<file path="config.mk">
export PLATFORM = sky130hd
export DESIGN_NAME = ip_codma_crc_check
export DESIGN_NICKNAME = d
export VERILOG_FILES = /design/src/rtl/ip_codma_machine_states_pkg.sv /design/src/rtl/ip_codma_crc16_byte.sv /design/src/rtl/ip_codma_crc_check.sv
export SDC_FILE = /design/constraint.sdc
export NUM_CORES = 1
export LEC_CHECK = 0
export CAP_MARGIN = 10
export CORE_AREA = 10 10 239 241
export DETAILED_ROUTE_END_ITERATION = 10
export DIE_AREA = 0 0 249 251
export PLACE_DENSITY_LB_ADDON = 0.1
export SYNTH_ARGS = -nofsm -noshare
export SYNTH_HDL_FRONTEND = slang
export SYNTH_SLANG_ARGS = --single-unit
</file>
<file path="constraint.sdc">
create_clock -name clk_i -period 28.4 [get_ports clk_i]
set_input_delay 7.1 -clock clk_i [delete_from_list [all_inputs] [get_ports clk_i]]
set_output_delay 7.1 -clock clk_i [all_outputs]
set_load 0.03 [all_outputs]
</file>
<file path="src/rtl/ip_codma_machine_states_pkg.sv">
// Shared state encoding and CRC-16-CCITT constants for the codma CRC checker.
package ip_codma_machine_states_pkg;

    typedef enum logic [1:0] {
        CRC_IDLE  = 2'd0,
        CRC_CALC  = 2'd1,
        CRC_CHECK = 2'd2
    } crc_state_t;

    localparam logic [15:0] CRC16_CCITT_POLY = 16'h1021;
    localparam logic [15:0] CRC16_CCITT_INIT = 16'hFFFF;

    // Largest block the checker holds, in bytes.
    localparam logic [5:0] CRC_MAX_LEN = 6'd32;

    // A length of 0 means a full block; anything above the block size is clamped to it.
    function automatic logic [5:0] clamp_len(input logic [5:0] len);
        return ((len == 6'd0) || (len > CRC_MAX_LEN)) ? CRC_MAX_LEN : len;
    endfunction

endpackage

</file>
<file path="src/rtl/ip_codma_crc16_byte.sv">
// Combinational one-byte CRC-16 update, MSB first, no reflection.
module ip_codma_crc16_byte #(
    parameter logic [15:0] POLY = 16'h1021
) (
    input  logic [15:0] crc_in,
    input  logic [7:0]  byte_in,
    output logic [15:0] crc_out
);

    logic [15:0] crc;

    // Fold the byte into the high half, then run eight polynomial-division steps.
    always_comb begin
        // NOTE: crc is fully assigned before any conditional use, so no latch is inferred.
        crc = crc_in ^ {byte_in, 8'h00};
        for (int i = 0; i < 8; i++) begin
            crc = crc[15] ? ((crc << 1) ^ POLY) : (crc << 1);
        end
        crc_out = crc;
    end

endmodule

</file>
<file path="src/rtl/ip_codma_crc_check.sv">
// Captures a message block, folds one byte per cycle into a CRC-16 and
// compares the result against a received CRC.
module ip_codma_crc_check
    import ip_codma_machine_states_pkg::*;
#(
    parameter logic [15:0] CRC_POLY = CRC16_CCITT_POLY,
    parameter logic [15:0] CRC_INIT = CRC16_CCITT_INIT
) (
    input  logic             clk_i,
    input  logic             reset_n_i,
    input  logic             start_i,
    input  logic [7:0][31:0] data_reg,
    input  logic [5:0]       len_i,
    input  logic [15:0]      crc_rx_i,
    output logic             busy_o,
    output logic             crc_complete_flag,
    output logic             crc_ok_o,
    output logic             crc_err_o,
    output logic [15:0]      crc_output
);

    crc_state_t       state_q, state_d;
    logic [15:0]      crc_q, crc_d;
    logic [4:0]       idx_q, idx_d;
    logic [5:0]       cnt_q, cnt_d;
    logic [15:0]      out_crc_q, out_crc_d;
    logic             ok_q, ok_d;
    logic             err_q, err_d;
    logic             flag_q, flag_d;

    logic [7:0][31:0] data_q;
    logic [15:0]      rx_q;
    logic             capture;

    logic [7:0]       cur_byte;
    logic [15:0]      crc_next;

    // Byte k lives in word k/4, lane k%4.
    assign cur_byte = data_q[idx_q[4:2]][{idx_q[1:0], 3'b000} +: 8];

    ip_codma_crc16_byte #(
        .POLY (CRC_POLY)
    ) u_crc_byte (
        .crc_in  (crc_q),
        .byte_in (cur_byte),
        .crc_out (crc_next)
    );

    // Next-state and datapath decisions for the IDLE -> CALC -> CHECK sequence.
    always_comb begin
        state_d   = state_q;
        crc_d     = crc_q;
        idx_d     = idx_q;
        cnt_d     = cnt_q;
        out_crc_d = out_crc_q;
        ok_d      = ok_q;
        err_d     = err_q;
        flag_d    = 1'b0;
        capture   = 1'b0;

        unique case (state_q)
            CRC_IDLE: begin
                if (start_i) begin
                    capture = 1'b1;
                    crc_d   = CRC_INIT;
                    idx_d   = 5'd0;
                    cnt_d   = clamp_len(len_i);
                    state_d = CRC_CALC;
                end
            end
            CRC_CALC: begin
                crc_d = crc_next;
                idx_d = idx_q + 5'd1;
                cnt_d = cnt_q - 6'd1;
                if (cnt_q == 6'd1) begin
                    state_d = CRC_CHECK;
                end
            end
            CRC_CHECK: begin
                out_crc_d = crc_q;
                ok_d      = (crc_q == rx_q);
                err_d     = (crc_q != rx_q);
                flag_d    = 1'b1;
                state_d   = CRC_IDLE;
            end
            default: begin
                state_d = CRC_IDLE;
            end
        endcase
    end

    // Control and result registers, cleared asynchronously.
    always_ff @(posedge clk_i or negedge reset_n_i) begin
        if (!reset_n_i) begin
            // NOTE: non-blocking assignments keep every register updating from pre-edge values.
            state_q   <= CRC_IDLE;
            crc_q     <= CRC_INIT;
            idx_q     <= 5'd0;
            cnt_q     <= 6'd0;
            out_crc_q <= 16'h0000;
            ok_q      <= 1'b0;
            err_q     <= 1'b0;
            flag_q    <= 1'b0;
        end else begin
            state_q   <= state_d;
            crc_q     <= crc_d;
            idx_q     <= idx_d;
            cnt_q     <= cnt_d;
            out_crc_q <= out_crc_d;
            ok_q      <= ok_d;
            err_q     <= err_d;
            flag_q    <= flag_d;
        end
    end

    // Block payload and received CRC, loaded only when a start is accepted.
    always_ff @(posedge clk_i) begin
        // NOTE: payload storage has no reset; it is always loaded before it is read.
        if (capture) begin
            data_q <= data_reg;
            rx_q   <= crc_rx_i;
        end
    end

    assign busy_o            = (state_q != CRC_IDLE);
    assign crc_complete_flag = flag_q;
    assign crc_ok_o          = ok_q;
    assign crc_err_o         = err_q;
    assign crc_output        = out_crc_q;

endmodule

</file>
==> run summary <==
Mapped Nets: 1073
mux cell area share after synthesis: 0.1025
PD cells: 101.0 nW/µm²
XOR/XNOR Fraction of Synth Area: 0.03230
top cell type by total area after synthesis: edfxtp_1
maximum clock frequency: 100.4 MHz
Inserted Clock Buffers: 38
DIE AREA: 62500 µm²
RSZ-0062 raised after global routing: no
Clk pin slew, worst setup/hold paths: 0.06 ns
antenna violations before repair: 10
I/O pins: 301
mapped cell area: 12940 µm²
drt wl/cell: 21.58 µm
Setup Fix Bufs, Post-CTS: 0
CP startpoint kind: input port
RePlAce Congestion: 0.7071
Tot GR Track Use: 0.1230
Synth Area in Simple Gates: 0.05386
Post-synth EDFFs: 272
Hold Buf Count CTS: 0
Adder-Cell Fraction of Synth Area: 0.002901
share of cells above drive strength 1: 0.09752
Non-Filler Instances: 1819
Post-DP HPWL: 28070 µm
largest family of logic cells by synthesized area: multiplexers
ys flop type: edfxtp_1
CP Data Required Time: 28.58 ns
vias in the first global route: 8573
Synth Register Bits: 320
synth top area cells: edfxtp_1 63%, mux2i_1 8.5%, dfrtp_1 6.2%
status: complete, no violations
worst path cell trace: clkdlybuf4s50_1 -> nand2_1 -> inv_8 -> buf_4 -> buf_4
Core ar.: 52240 µm²
die height: 251 µm
Slowest cell on crit path: buf_4
Largest stage delay, worst path: 0.82 ns
max cap viols: 0
worst relative slew slack: 0.3401
synth-to-layout area growth: 37.71%
most frequent CP cell: buf_4
Crit Path Class: input port to flip-flop
Hold/Removal Path Class: flip-flop to flip-flop
Synth Warn #: 0
CTS H-tree lvls: 2
Critical Path End Type: flip-flop
Via Count: 7671
Hold Fails Final Rpt: 0
DRC: 0
CTS tree: yes
clk_lat worst skew: 0.54 ns
WHS: 0.4712 ns
Crit Path Max Fanout: 92
IO Port Bufs: 300
Async S/R FF share, synth: 0.1500
clk_skew: 0.006520 ns
Worst-Margin Slew: 0.9899 ns
vias per cell: 4.217
Final Max Slew Viols: 0
Initial Util: 0.2477
antenna violation net count after detailed routing: 0
worst vdd ir: 0.03337 mV
CTS root buf: clkbuf_16
row cnt: 84
Final setup violation count: 0
share of the synthesized area in the top cell type: 0.6313
Final Critical Period: 9.962 ns
Resized Gates After CTS: 0
Routed Wire Length: 39250 µm
crit share post-route: 0.3508
sequential fraction of the synthesis area: 0.7257
Gate Count Post-Synth: 789
Sink Count: 320
worst endpoint data arrival time: 10.14 ns
Avg Cell Area, Syn: 16.40 µm²
placed cells: 1749
Max Buffers Root-to-Sink: 3
Synth Area in Compound Gates: 0.05792
DR iter-0 viols: 405
wire length of the first global-routing pass: 57300 µm
drt first pass iters: 4
Layout Nets: 1385
largest net degree at the start of global routing: 93
final setup TNS: 0 ns
GRT Residual Overflow: 0
die width: 249 µm
leakage: 6.072 nW
count of different cell masters after synthesis: 51
Fillers: 5044
==> layer usage <==
metal	wire [µm]	global-route usage
met1	16320	0.1469
met2	19600	0.2064
met3	2455	0.03786
met4	805	0.04268
met5	69	0
==> sequential cells by signal (all words and copies together) (netlist names) <==
name	cells
crc_complete_flag	1
crc_q	16
idx_q	5
state_q	2
crc_output	16
crc_ok_o	1
data_q	256
crc_err_o	1
rx_q	16
cnt_q	6
==> worst max-delay path: cells and delay by family <==
kind | cells | cell delay (ns)
buffers and inverters | 4 | 2.56
and+or+nand+nor | 1 | 0.32
==> synthesized netlist by cell type (2+ instances only) <==
cell       instances
edfxtp_1         272
mux2i_1          110
nand2_1           77
a22oi_1           47
a21oi_1           39
dfrtp_1           32
xor2_1            24
nor2_1            21
dfstp_2           16
clkbuf_1          12
o21ai_0           12
buf_2             10
mux4_2            10
nand3_1           10
nor3_1            10
xnor2_1           10
buf_6              6
xnor2_2            6
inv_1              5
nand2b_1           5
nand4_1            4
nor2b_1            4
nor4_1             4
buf_12             3
buf_4              3
buf_8              3
ha_1               3
a2bb2oi_1          2
a311oi_1           2
a31oi_1            2
and2_1             2
nand3b_1           2
nor4_2             2
nor4_4             2
==> layout make-up <==
type,count,area (µm²),share of cell area
sequential,320,9394,0.5272
multi-input combinational,424,3246,0.1822
timing repair buffer,311,3080,0.1729
clock buffer,49,1066,0.05983
tap,688,860.8,0.04831
clock inverter,18,133.9,0.007514
inverter,6,30.03,0.001685
antenna,3,7.507,0.0004213
==> layout by cell type, fill, tap and decap left out, drive strengths merged, types with 3 or more instances in the layout <==
| cell type | instances |
|---|---|
| ha | 3 |
| mux4 | 10 |
| dfrtp | 32 |
| a22oi | 48 |
| inv | 5 |
| nor3 | 10 |
| edfxtp | 272 |
| diode | 3 |
| xnor2 | 16 |
| nand2b | 5 |
| clkbuf | 49 |
| clkinv | 15 |
| xor2 | 24 |
| nand2 | 77 |
| nand4 | 4 |
| buf | 12 |
| a311oi | 3 |
| a21oi | 40 |
| nand3 | 10 |
| o21ai | 13 |
| nor4 | 8 |
| mux2i | 110 |
| clkdlybuf4s50 | 299 |
| nor2 | 21 |
| nor2b | 5 |
| dfstp | 16 |
==> report_power, final <==
part | switching (mW) | internal [mW] | total, mW
Combinational | 0.362 | 0.280 | 0.642
Sequential | 0.0594 | 0.626 | 0.685
Clock | 0.191 | 0.282 | 0.473
==> cell families after synthesis <==
group	Yosys count
flip-flops	320
AND/OR/NAND/NOR	146
multiplexers	120
AO/OA/AOI/OAI	114
buffers and inverters	45
XOR/XNOR	41
adder cells (fa/ha/maj)	3
==> per-stage QoR <==
step | instance area (µm²) | util | setup WS (ns) | power [mW]
2_1_floorplan | 12940 | - | 12.46 | 1.169
3_3_place_gp | 16610 | 0.3180 | 17.85 | 1.352
3_5_place_dp | 16610 | 0.3180 | 17.80 | 1.360
4_1_cts | 17810 | 0.3410 | 18.39 | 1.843
5_1_grt | 17810 | 0.3410 | 18.17 | 1.915
6_report | 17820 | 0.3411 | 18.44 | 1.800
==> final timing paths <==
check / start / to / slack, ns / cells past startpoint
worst max-delay path: start_i / data_q[80] / 18.44 / 5
worst min-delay path: crc_output[13] / crc_output[13] / 0.47 / 2
worst max register to register: idx_q[3] / crc_q[7] / 24.73 / 9
worst min register to register: crc_output[13] / crc_output[13] / 0.47 / 2
max in group asynchronous: reset_n_i / idx_q[3] / 21.24 / 2
min in group asynchronous: reset_n_i / cnt_q[2] / 6.66 / 2
(Power assumes the default switching activity.)
